[src/rtl/lsu_dtcm_ctrl.sv]
// Load/store control stage in front of the data TCM: checks requests, lane-aligns store
// data, and sign/zero-extends the TCM's registered read word into a load writeback.
`timescale 1ns/1ps
module lsu_dtcm_ctrl #(
  parameter int             DP        = 256,
  parameter int             DW        = 32,
  parameter int             AW        = 32,
  parameter logic [AW-1:0]  BASE_ADDR = 32'h2000_0000
) (
  input  logic          clk,
  input  logic          rst_n,
  input  logic          lsu_valid,
  output logic          lsu_ready,
  input  logic          lsu_load,
  input  logic          lsu_store,
  input  logic [2:0]    lsu_funct3,
  input  logic [AW-1:0] lsu_addr,
  input  logic [DW-1:0] lsu_wdata,
  input  logic [4:0]    lsu_rd,
  output logic          mem_cs,
  output logic          mem_wr,
  output logic [3:0]    mem_bwen,
  output logic [AW-1:0] mem_addr,
  output logic [DW-1:0] mem_data,
  input  logic [DW-1:0] mem_data_wb,
  output logic          wb_valid,
  output logic [4:0]    wb_rd,
  output logic [DW-1:0] wb_data,
  output logic          lsu_err,
  output logic [1:0]    lsu_err_code,
  output logic [AW-1:0] lsu_err_addr
);

  localparam logic [2:0]    F3_B  = 3'd0;
  localparam logic [2:0]    F3_H  = 3'd1;
  localparam logic [2:0]    F3_W  = 3'd2;
  localparam logic [2:0]    F3_BU = 3'd4;
  localparam logic [2:0]    F3_HU = 3'd5;

  localparam logic [1:0]    ERR_NONE     = 2'd0;
  localparam logic [1:0]    ERR_MISALIGN = 2'd1;
  localparam logic [1:0]    ERR_RANGE    = 2'd2;
  localparam logic [1:0]    ERR_ILLEGAL  = 2'd3;

  localparam logic [AW-1:0] SPAN = AW'(DP * 4);

  typedef enum logic [0:0] {IDLE, LOAD_WAIT} state_t;

  state_t        state;
  logic          accept;
  logic [AW-1:0] offset;
  logic          f3_load_ok;
  logic          f3_store_ok;
  logic          illegal;
  logic          misaligned;
  logic          out_of_range;
  logic [1:0]    fault_code;
  logic          go;

  // Captured load context, consumed in LOAD_WAIT
  logic [1:0]    off_p1;
  logic [2:0]    funct3_p1;
  logic [4:0]    rd_p1;

  function automatic logic [3:0] store_bwen(input logic [2:0] f3, input logic [1:0] off);
    logic [3:0] bw;
    case (f3)
      F3_B:    bw = 4'b0001 << off;
      F3_H:    bw = off[1] ? 4'b1100 : 4'b0011;
      default: bw = 4'b1111;
    endcase
    return bw;
  endfunction

  function automatic logic [DW-1:0] store_lanes(input logic [2:0] f3, input logic [DW-1:0] wd);
    logic [DW-1:0] d;
    case (f3)
      F3_B:    d = {4{wd[7:0]}};
      F3_H:    d = {2{wd[15:0]}};
      default: d = wd;
    endcase
    return d;
  endfunction

  function automatic logic [DW-1:0] load_extend(input logic [DW-1:0] word,
                                                input logic [1:0]    off,
                                                input logic [2:0]    f3);
    logic        [DW-1:0] shifted;
    logic signed [7:0]    b;
    logic signed [15:0]   h;
    logic signed [DW-1:0] res;
    shifted = word >> {off, 3'b000};
    b       = shifted[7:0];
    h       = shifted[15:0];
    case (f3)
      F3_B:    res = {{(DW-8){b[7]}}, b};
      F3_H:    res = {{(DW-16){h[15]}}, h};
      F3_BU:   res = {{(DW-8){1'b0}}, b};
      F3_HU:   res = {{(DW-16){1'b0}}, h};
      default: res = word;
    endcase
    return res;
  endfunction

  assign lsu_ready = (state == IDLE);
  assign accept    = lsu_valid & lsu_ready;
  assign offset    = lsu_addr - BASE_ADDR;

  always_comb begin
    f3_load_ok   = (lsu_funct3 == F3_B) | (lsu_funct3 == F3_H) | (lsu_funct3 == F3_W) |
                   (lsu_funct3 == F3_BU) | (lsu_funct3 == F3_HU);
    f3_store_ok  = (lsu_funct3 == F3_B) | (lsu_funct3 == F3_H) | (lsu_funct3 == F3_W);
    illegal      = (lsu_load == lsu_store) |
                   (lsu_load & ~f3_load_ok) |
                   (lsu_store & ~f3_store_ok);
    misaligned   = (((lsu_funct3 == F3_H) | (lsu_funct3 == F3_HU)) & lsu_addr[0]) |
                   ((lsu_funct3 == F3_W) & (lsu_addr[1:0] != 2'b00));
    // Addresses below BASE_ADDR wrap to large offsets and fail this compare too
    out_of_range = (offset >= SPAN);
    if (illegal)           fault_code = ERR_ILLEGAL;
    else if (misaligned)   fault_code = ERR_MISALIGN;
    else if (out_of_range) fault_code = ERR_RANGE;
    else                   fault_code = ERR_NONE;
    go = accept & (fault_code == ERR_NONE);
  end

  always_comb begin
    mem_cs   = go;
    mem_wr   = go & lsu_store;
    mem_addr = offset >> 2;
    mem_bwen = 4'b0000;
    mem_data = '0;
    if (go & lsu_store) begin
      mem_bwen = store_bwen(lsu_funct3, lsu_addr[1:0]);
      mem_data = store_lanes(lsu_funct3, lsu_wdata);
    end
  end

  // Stage boundary: accept -> LOAD_WAIT capture, error report, writeback register
  always_ff @(posedge clk or negedge rst_n) begin
    if (!rst_n) begin
      state        <= IDLE;
      off_p1       <= 2'b00;
      funct3_p1    <= 3'b000;
      rd_p1        <= 5'd0;
      wb_valid     <= 1'b0;
      wb_rd        <= 5'd0;
      wb_data      <= '0;
      lsu_err      <= 1'b0;
      lsu_err_code <= ERR_NONE;
      lsu_err_addr <= '0;
    end else begin
      wb_valid <= 1'b0;
      lsu_err  <= 1'b0;
      case (state)
        IDLE: begin
          if (accept && fault_code != ERR_NONE) begin
            lsu_err      <= 1'b1;
            lsu_err_code <= fault_code;
            lsu_err_addr <= lsu_addr;
          end else if (go && lsu_load) begin
            off_p1    <= lsu_addr[1:0];
            funct3_p1 <= lsu_funct3;
            rd_p1     <= lsu_rd;
            state     <= LOAD_WAIT;
          end
        end
        LOAD_WAIT: begin
          wb_data  <= load_extend(mem_data_wb, off_p1, funct3_p1);
          wb_rd    <= rd_p1;
          wb_valid <= 1'b1;
          state    <= IDLE;
        end
        default: state <= IDLE;
      endcase
    end
  end

endmodule

[config.mk]
export PLATFORM = sky130hd
export DESIGN_NAME = lsu_dtcm_ctrl
export DESIGN_NICKNAME = d
export VERILOG_FILES = /design/src/rtl/lsu_dtcm_ctrl.sv
export SDC_FILE = /design/constraint.sdc
export NUM_CORES = 1
export LEC_CHECK = 0
export ABC_AREA = 1
export BUFFER_PORTS_ARGS = -buffer_cell sky130_fd_sc_hd__buf_2
export CORE_MARGIN = 2
export CORE_UTILIZATION = 44
export CTS_BUF_LIST = sky130_fd_sc_hd__clkbuf_4
export CTS_CLUSTER_SIZE = 28
export DETAILED_ROUTE_END_ITERATION = 8
export GPL_ROUTABILITY_DRIVEN = 0
export PLACE_DENSITY = 0.76
export SYNTH_ARGS = -nofsm -noshare
export SYNTH_HDL_FRONTEND = slang
export SYNTH_SLANG_ARGS = --single-unit
[constraint.sdc]
create_clock -name clk -period 1.9 [get_ports clk]
set_input_delay 0.285 -clock clk [delete_from_list [all_inputs] [get_ports clk]]
set_output_delay 0.285 -clock clk [all_outputs]
set_load 0.02 [all_outputs]
### After elaboration in Yosys (flattened, before gate mapping)

Index checks and enable logic that the tools add are counted.

* $add $sub $neg: 1
* $lt $le $gt $ge: 1
* eq/ne operators: 8
* shift-type cells: 2
* muxes and demuxes: 15
* bitwise operators: 19
* reductions and logical operators: 9

Operators with widths (count)
* case mux 32 bit (4 select lines): 1
* case mux 32 bit (2 select lines): 1
* greater-or-equal comparator 32 x 11 -> 1 bit, second input constant: 1
* 2-to-1 mux 32 bit: 1
* right shift 32 x 5 -> 16 bit: 1
* subtractor 32 x 30 -> 32 bit, second input constant: 1
* == test 3 bit, second input constant: 4
* 2-to-1 mux 4 bit: 2
* OR 1 bit: 8
* case mux 4 bit (2 select lines): 1
* bitwise AND 1 bit: 7
* == test 3 x 1 -> 1 bit, second input constant: 2
* zero test 3 bit: 2
* 2-to-1 mux 2 bit: 3
* 2-to-1 mux 1 bit: 5
* inverter 1 bit: 4
* nonzero test 2 bit: 2
* << shifter 1 x 2 -> 4 bit, first input constant: 1
* == test 3 x 2 -> 1 bit, second input constant: 1
* AND reduction 3 bit: 1
* logical AND 1 bit: 2
* zero test 2 bit: 1
* case mux 1 bit (2 select lines): 1
* AND reduction 2 bit: 1
* == test 1 bit: 1

* bits in registers: 84
* bits of input ports: 109
* logic and storage cells: 65

### Logic depth before layout (Yosys ltp)

Gate-level depths: netlist of the first run.

* depth after elaboration: 16
* gate-level depth with buffers: 13

### Worst setup path before layout of the first run

OpenSTA, ideal clock, no wires.

* kind: input to output
* from: input port lsu_addr[29]
* to: output port mem_data[16]
* arrival: 1916 ps
* required time: 1615 ps
* setup slack: -301 ps
* stages on the path: 12
* path buffers: 1
* cells stage by stage: inv_1 -> ha_1 -> nand2_1 -> nand3b_1 -> inv_1 -> nand2_1 -> nor2_1 -> nand2_4 -> nor2_4 -> nand2_2 -> buf_6 -> nor2_1

* longest elaborated chain between the ends: 9

Ends and longest elaborated chain
* start, declared: RTL line 17 `input logic [AW-1:0] lsu_addr,`
* subtractor 32 x 30 -> 32 bit: RTL line 107 `assign offset = lsu_addr - BASE_ADDR;`
* greater-or-equal comparator 32 x 11 -> 1 bit: RTL line 119 `out_of_range = (offset >= SPAN);`
* 2-to-1 mux 2 bit: RTL line 122 `else if (out_of_range) fault_code = ERR_RANGE;`
* 2-to-1 mux 2 bit: RTL line 121 `else if (misaligned) fault_code = ERR_MISALIGN;`
* 2-to-1 mux 2 bit: RTL line 120 `if (illegal) fault_code = ERR_ILLEGAL;`
* zero test 2 bit: RTL line 124 `go = accept & (fault_code == ERR_NONE);`
* bitwise AND 1 bit: RTL line 124
* via mem_cs: RTL line 20 `output logic mem_cs,`
* bitwise AND 1 bit: RTL line 133 `if (go & lsu_store) begin`
* 2-to-1 mux 32 bit: RTL line 133
* end, declared: RTL line 24 `output logic [DW-1:0] mem_data,`

The timed path passes the listed nets, and every way through them passes these cells.

### Worst setup path after layout of the first run

* from: input port lsu_addr[29]
* to: output port mem_data[15]

* longest elaborated chain between the ends: 9

Ends and longest elaborated chain (RTL line)
* subtractor 32 x 30 -> 32 bit: 107
* greater-or-equal comparator 32 x 11 -> 1 bit: 119
* 2-to-1 mux 2 bit: 122
* 2-to-1 mux 2 bit: 121
* 2-to-1 mux 2 bit: 120
* zero test 2 bit: 124
* bitwise AND 1 bit: 124
* bitwise AND 1 bit: 133
* 2-to-1 mux 32 bit: 133

No other way between the ends.

==> results.toml, run 1 <==
[clocking]
clockBufferDepth = 2
htree_num_levels = 3
cts_inserted_buffers = 9
cts_sinks = 84
cts_tree = "built"
clock_latency_ns = 0.45
path_clk_slew_ns = 0.17
cts_root_buf = "clkbuf_4"

[critical_path]
worstPathRequired_ns = 1.62
crit_fanout = 5
end_kind = "output pin"
rrSetupSlack_ns = 0.24
rr_startpoint = "off_p1[0]"
ff2ff_path_depth = 7
cp.arrival_ns = 1.91
start_kind = "input pin"
crit_type = "input pin to output pin"
crit_path_start = "lsu_addr[29]"

[route]
antenna_left = 0
vias = 5372
drt_pre_antenna_iters = 5
drc = 0
drt-vias-per-instance = 5.04
first_iter_violations = 250
routed_wirelength_um = 16000
wl_per_cell_um = 15.0

[timing]
hold_slack_ns = 0.0246
hold_violations = 0
timing.fmax_mhz = 457
grt_setup_unrepaired = "yes"
slew_headroom_pct = 66.0
finalSetupViolCount = 37
tightest_slew_ns = 0.511
min_period_over_period_pct = 115
fin_ws_ns = -0.290
slew_violations = 0
fin_crit_ns = 2.19
skew_ns = 0.0264

[die]
start_util_pct = 44.8
chipHeight_um = 109
dieWidth_um = 109
io_pins = 253
fp-row-count = 38
core-area_um2 = 10700
dieArea_um2 = 11800

[yosys]
synth-main-ff-cell = "dfrtp_1"
syn_area_per_cell_um2 = 7.30
synth_adder_area_share_pct = 0.260
synth_top_area_share_pct = 43.7
synthMuxAreaShare_pct = 0
yosys_register_bits = 84
synth_compound_area_share_pct = 16.5
synthCells = 659
synth_edf_count = 0
yosys_warnings = 0
seq_area_frac_synth_pct = 43.7
synth_cell_type_count = 29
yosys-top-cells-area = "dfrtp_1 44%, nand2_1 12%, inv_1 6.2%"
yosys.area.top_type = "dfrtp_1"
synth-xor-area-share_pct = 0
synth_top_family_by_area = "simple AND/OR/NAND/NOR gates"
async_flop_share_pct = 100
yosys.area_share.simple_pct = 24.6
syn_area_um2 = 4810

[run_status]
failed_checks = "negative setup slack"
status = "complete, but fails checks"

[global_routing]
grt-busiest-layer = "met2"
use_met1_pct = 31.4
grt_pass1_vias = 5015
grt_overflow_total = 0
grt_usage_pct = 26.5
grt_util_met3_pct = 7.59
antenna_found_initial = 2
grt_pass1_wl_um = 24400
grt_start_max_net_pins = 55
grt_util_met2_pct = 44.6

[power_and_ir_drop]
powerDensity_nw_per_um2 = 522
p_total_mw = 3.72
ir_drop_v = 0.000372
p_leak_nw = 3.99

[place]
hpwl_um = 11700
dp_slack_ns = -0.386
portBuffers = 250

[final_layout]
layout_common_cells = "209 x buf_2, 159 x nand2_1, 84 x dfrtp_1"
final_common_cell = "buf_2"
areaGrowthSynthToFinish_pct = 48.0
drive_gt1_share_pct = 41.7
nets = 1030
antenna_cells = 0

[hold_path]
holdPathStages = 3
hold_path.class = "input pin to register"
hp-start = "lsu_addr[7]"

[run]
max-cap-violations = 0
## routing by layer
metal / vias up / share of wire (%)
met5: - / 0.17
met4: 4 / 3.4
li1: 2619 / -
met2: 244 / 49
met3: 47 / 8.7
met1: 2458 / 39
## area by class of cell
cell class | instances | area [um^2]
Clock buffer | 9 | 67.6
Clock inverter | 7 | 75.1
Fill cell | 939 | 3620
Inverter | 83 | 319
Multi-Input combinational cell | 428 | 2290
Sequential cell | 84 | 2100
Tap cell | 140 | 175
Timing Repair Buffer | 314 | 2100
## metrics by stage
stage	cell area (um^2)	cells	util, %	setup TNS, ns
2_1_floorplan	5080	660	-	-4.96
3_3_place_gp	6540	1036	60.9	-13.38
3_5_place_dp	6540	1036	60.9	-15.24
4_1_cts	7050	1060	65.6	-7.67
5_1_grt	7120	1065	66.3	-12.65
6_report	7120	1065	66.3	-8.22
## kinds of logic (layout without fill, tap and decap cells)
| family | Yosys count | in the layout |
|---|---|---|
| compound gates | 147 | 147 |
| buf+inv | 148 | 413 |
| other cells | 1 | 2 |
| fa+ha+maj | 1 | 1 |
| flops | 84 | 84 |
| simple gates | 278 | 278 |
## timing repair
| item | 4_1_cts | 5_1_grt |
|---|---|---|
| gates cloned | 1 | 1 |
| resized for setup | 92 | 5 |
| pin swaps | 9 | 13 |
| endpoints found under the setup margin | 37 | 38 |
| hold buffers | 1 | 0 |
| hold endpoints to repair | 23 | 0 |
| buffers inserted | 6 | 4 |
## worst max-delay path, cell delays in order
cell      delay, ns
buf_8          0.08
inv_4          0.03
ha_4           0.25
nand2_2        0.04
nand3b_1       0.19
nor2_1         0.12
nand2_1        0.11
nor2_4         0.12
buf_6          0.14
nand4_1        0.22
nor2_4         0.18
buf_6          0.13
## cells in the mapped netlist, types with 2 or more instances
master	count
a21oi_1	39
buf_2	11
buf_4	35
buf_6	2
clkbuf_1	16
dfrtp_1	84
inv_1	80
inv_2	2
nand2_1	160
nand2_2	4
nand2_4	2
nand3_1	12
nand3b_1	8
nand4_1	18
nor2_1	69
nor2_4	2
o211ai_1	8
o21ai_0	55
o21ai_1	19
o22ai_1	24
## path summary, 6_finish.rpt
path,to
max in group asynchronous,lsu_err_addr[17]
min in group asynchronous,lsu_err_addr[6]
min,lsu_err_addr[7]
max reg2reg,wb_data[24]
min reg2reg,wb_rd[0]
max,mem_data[15]
## power breakdown
| group | switching (mW) | leakage (nW) | total [mW] | internal, mW |
|---|---|---|---|---|
| clock | 0.722 | 0.0752 | 1.04 | 0.314 |
| combinational | 0.496 | 2.85 | 0.791 | 0.296 |
| sequential | 0.0364 | 1.07 | 1.89 | 1.85 |
| total | 1.25 | 3.99 | 3.72 | 2.46 |
## flip-flops by register name (all words and copies together), names as in the netlist
name	flops
wb_data	32
wb_rd	5
wb_valid	1
lsu_err	1
state	1
funct3_p1	3
lsu_err_code	2
off_p1	2
lsu_err_addr	32
rd_p1	5
Note: power is estimated with default switching activity, not from simulation.
==> run 2, diff against run 1 <==
- CORE_MARGIN: 2 -> unset
==> results.toml, run 2 (synthesis gave the netlist of run 1 again) <==
[run_status]
status = "complete, but fails checks"
failed_checks = "negative setup slack"

[clocking]
cts_root_buf = "clkbuf_4"
clock_latency_ns = 0.43
path_clk_slew_ns = 0.15
htree_num_levels = 3
cts_inserted_buffers = 9
cts_tree = "built"
clockBufferDepth = 2
cts_sinks = 84

[route]
routed_wirelength_um = 16200
wl_per_cell_um = 15.4
drc = 0
antenna_left = 0
drt_pre_antenna_iters = 6
drt-vias-per-instance = 5.14
vias = 5403
first_iter_violations = 382

[timing]
hold_slack_ns = 0.0467
tns_ns = -8.45
min_period_over_period_pct = 115
fin_ws_ns = -0.279
slew_violations = 0
fin_crit_ns = 2.18
finalSetupViolCount = 37
hold_violations = 0
timing.fmax_mhz = 459
skew_ns = 0.0196
grt_setup_unrepaired = "yes"

[power_and_ir_drop]
pwr-share-seq_pct = 50.4
netSwitchingPower_mw = 1.18
powerDensity_nw_per_um2 = 529
p_sw_share_pct = 31.5
p_int_mw = 2.56
clockPowerShare_pct = 28.6
p_leak_nw = 3.94
combPwrFrac_pct = 20.9
ir_drop_v = 0.000384

[hold_path]
hp-start = "lsu_addr[5]"
hold_path.class = "input pin to register"
whs_endpoint = "lsu_err_addr[5]"
holdPathStages = 3

[final_layout]
nets = 1020
ff_latch_area_um2 = 2100
final_common_cell = "buf_2"
layout_common_cells = "209 x buf_2, 157 x nand2_1, 84 x dfrtp_1"
fillers = 916
largestRegisters = "lsu_err_addr (32), wb_data (32)"
areaGrowthSynthToFinish_pct = 47.1
utilization_pct = 67.7
multi_input_area_um2 = 2300
drive_gt1_share_pct = 41.3
antenna_cells = 0

[critical_path]
crit_fanout = 4
ff2ff_path_depth = 8
worstPathRequired_ns = 1.62
rrSetupSlack_ns = 0.23
timing.rr.end = "lsu_err_addr[13]"
rr_startpoint = "state"
cp.arrival_ns = 1.89
crit_type = "input pin to output pin"
start_kind = "input pin"
end_kind = "output pin"

[global_routing]
grt_pass1_wl_um = 24800
antenna_found_initial = 0
grt_usage_pct = 27.9
grt_start_max_net_pins = 55
grt_overflow_total = 0
grt_pass1_vias = 5141

[run]
max-cap-violations = 0

[die]
start_util_pct = 46.0
core-area_um2 = 10500
chipHeight_um = 107
fp-row-count = 37
dieArea_um2 = 11400
io_pins = 253
dieWidth_um = 107

[place]
hpwl_um = 11300
portBuffers = 250
run 2: changes by cell type in the layout (fill, tap and decap cells not counted), moves of 2 or more:
| cell | previous run | this run |
|---|---|---|
| inv_2 | 4 | 2 |
| inv_8 | 3 | 0 |
| nand2_2 | 4 | 6 |
| buf_4 | 53 | 42 |
| nand2_1 | 159 | 157 |
| clkinvlp_4 | 1 | 3 |
| inv_6 | 1 | 3 |
run 2: layout make-up:
type,instances,area share (%)
tap,136,2.40
inverter,83,4.67
multi-input combinational,428,32.5
sequential,84,29.7
clock buffer,10,1.06
timing repair buffer,303,28.6
timing repair inverter,1,0.0707
clock inverter,6,1.01
run 2: how the worst max path moves through the flow:
stage,start,end,slack (ns),cells past startpoint
final,lsu_addr[29],mem_data[9],-0.28,12
after global routing,lsu_addr[29],mem_data[9],-0.38,12
after CTS,lsu_addr[29],mem_data[27],-0.26,12
after detailed placement,lsu_addr[29],mem_data[27],-0.40,11
after global placement,lsu_addr[29],mem_data[28],-0.36,11
after floorplan,lsu_addr[29],mem_bwen[0],-0.19,12
run 2: critical path, stage by stage:
cell and delay, ns:
buf_8 0.08, inv_6 0.03, ha_4 0.25, nand2_2 0.03
nand3b_1 0.19, nor2_1 0.15, nand2_2 0.09, nor2_4 0.12
buf_6 0.12, nand4_1 0.21, nor2_4 0.19, buf_6 0.12
run 2: metrics by stage:
step | instances | cell area (um^2) | power [mW] | setup slack, ns
6_report | 1051 | 7080 | 3.74 | -0.279
5_1_grt | 1051 | 7080 | 3.92 | -0.380
4_1_cts | 1048 | 7030 | 3.75 | -0.256
3_5_place_dp | 1021 | 6460 | 2.66 | -0.404
3_3_place_gp | 1021 | 6460 | 2.66 | -0.359
2_1_floorplan | 660 | 5080 | 2.33 | -0.187
run 2: what timing repair did:
action | 4_1_cts | 5_1_grt
endpoints found under the setup margin | 37 | 38
setup buffers | 8 | 2
resized for setup | 93 | 9
endpoints found under the hold margin | 32 | 0
pin swaps | 10 | 8
hold buffers | 1 | 0
gates cloned | 2 | 1
run 2: power by group through the flow:
| stage | clock network (mW) | logic [mW] | registers [mW] |
|---|---|---|---|
| 6_report | 1.07 | 0.784 | 1.89 |
| 5_1_grt | 1.18 | 0.843 | 1.90 |
| 4_1_cts | 1.11 | 0.760 | 1.89 |
| 3_5_place_dp | 0 | 0.747 | 1.92 |
| 2_1_floorplan | 0 | 0.331 | 2.00 |
| 3_3_place_gp | 0 | 0.740 | 1.92 |
run 2: layer usage:
metal | up-vias | GRT usage, % | wire (um)
li1 | 2604 | - | -
met1 | 2474 | 31.9 | 6170
met2 | 279 | 50.6 | 8400
met3 | 46 | 5.17 | 1120
met4 | 0 | 11.7 | 466
met5 | - | 0 | 0
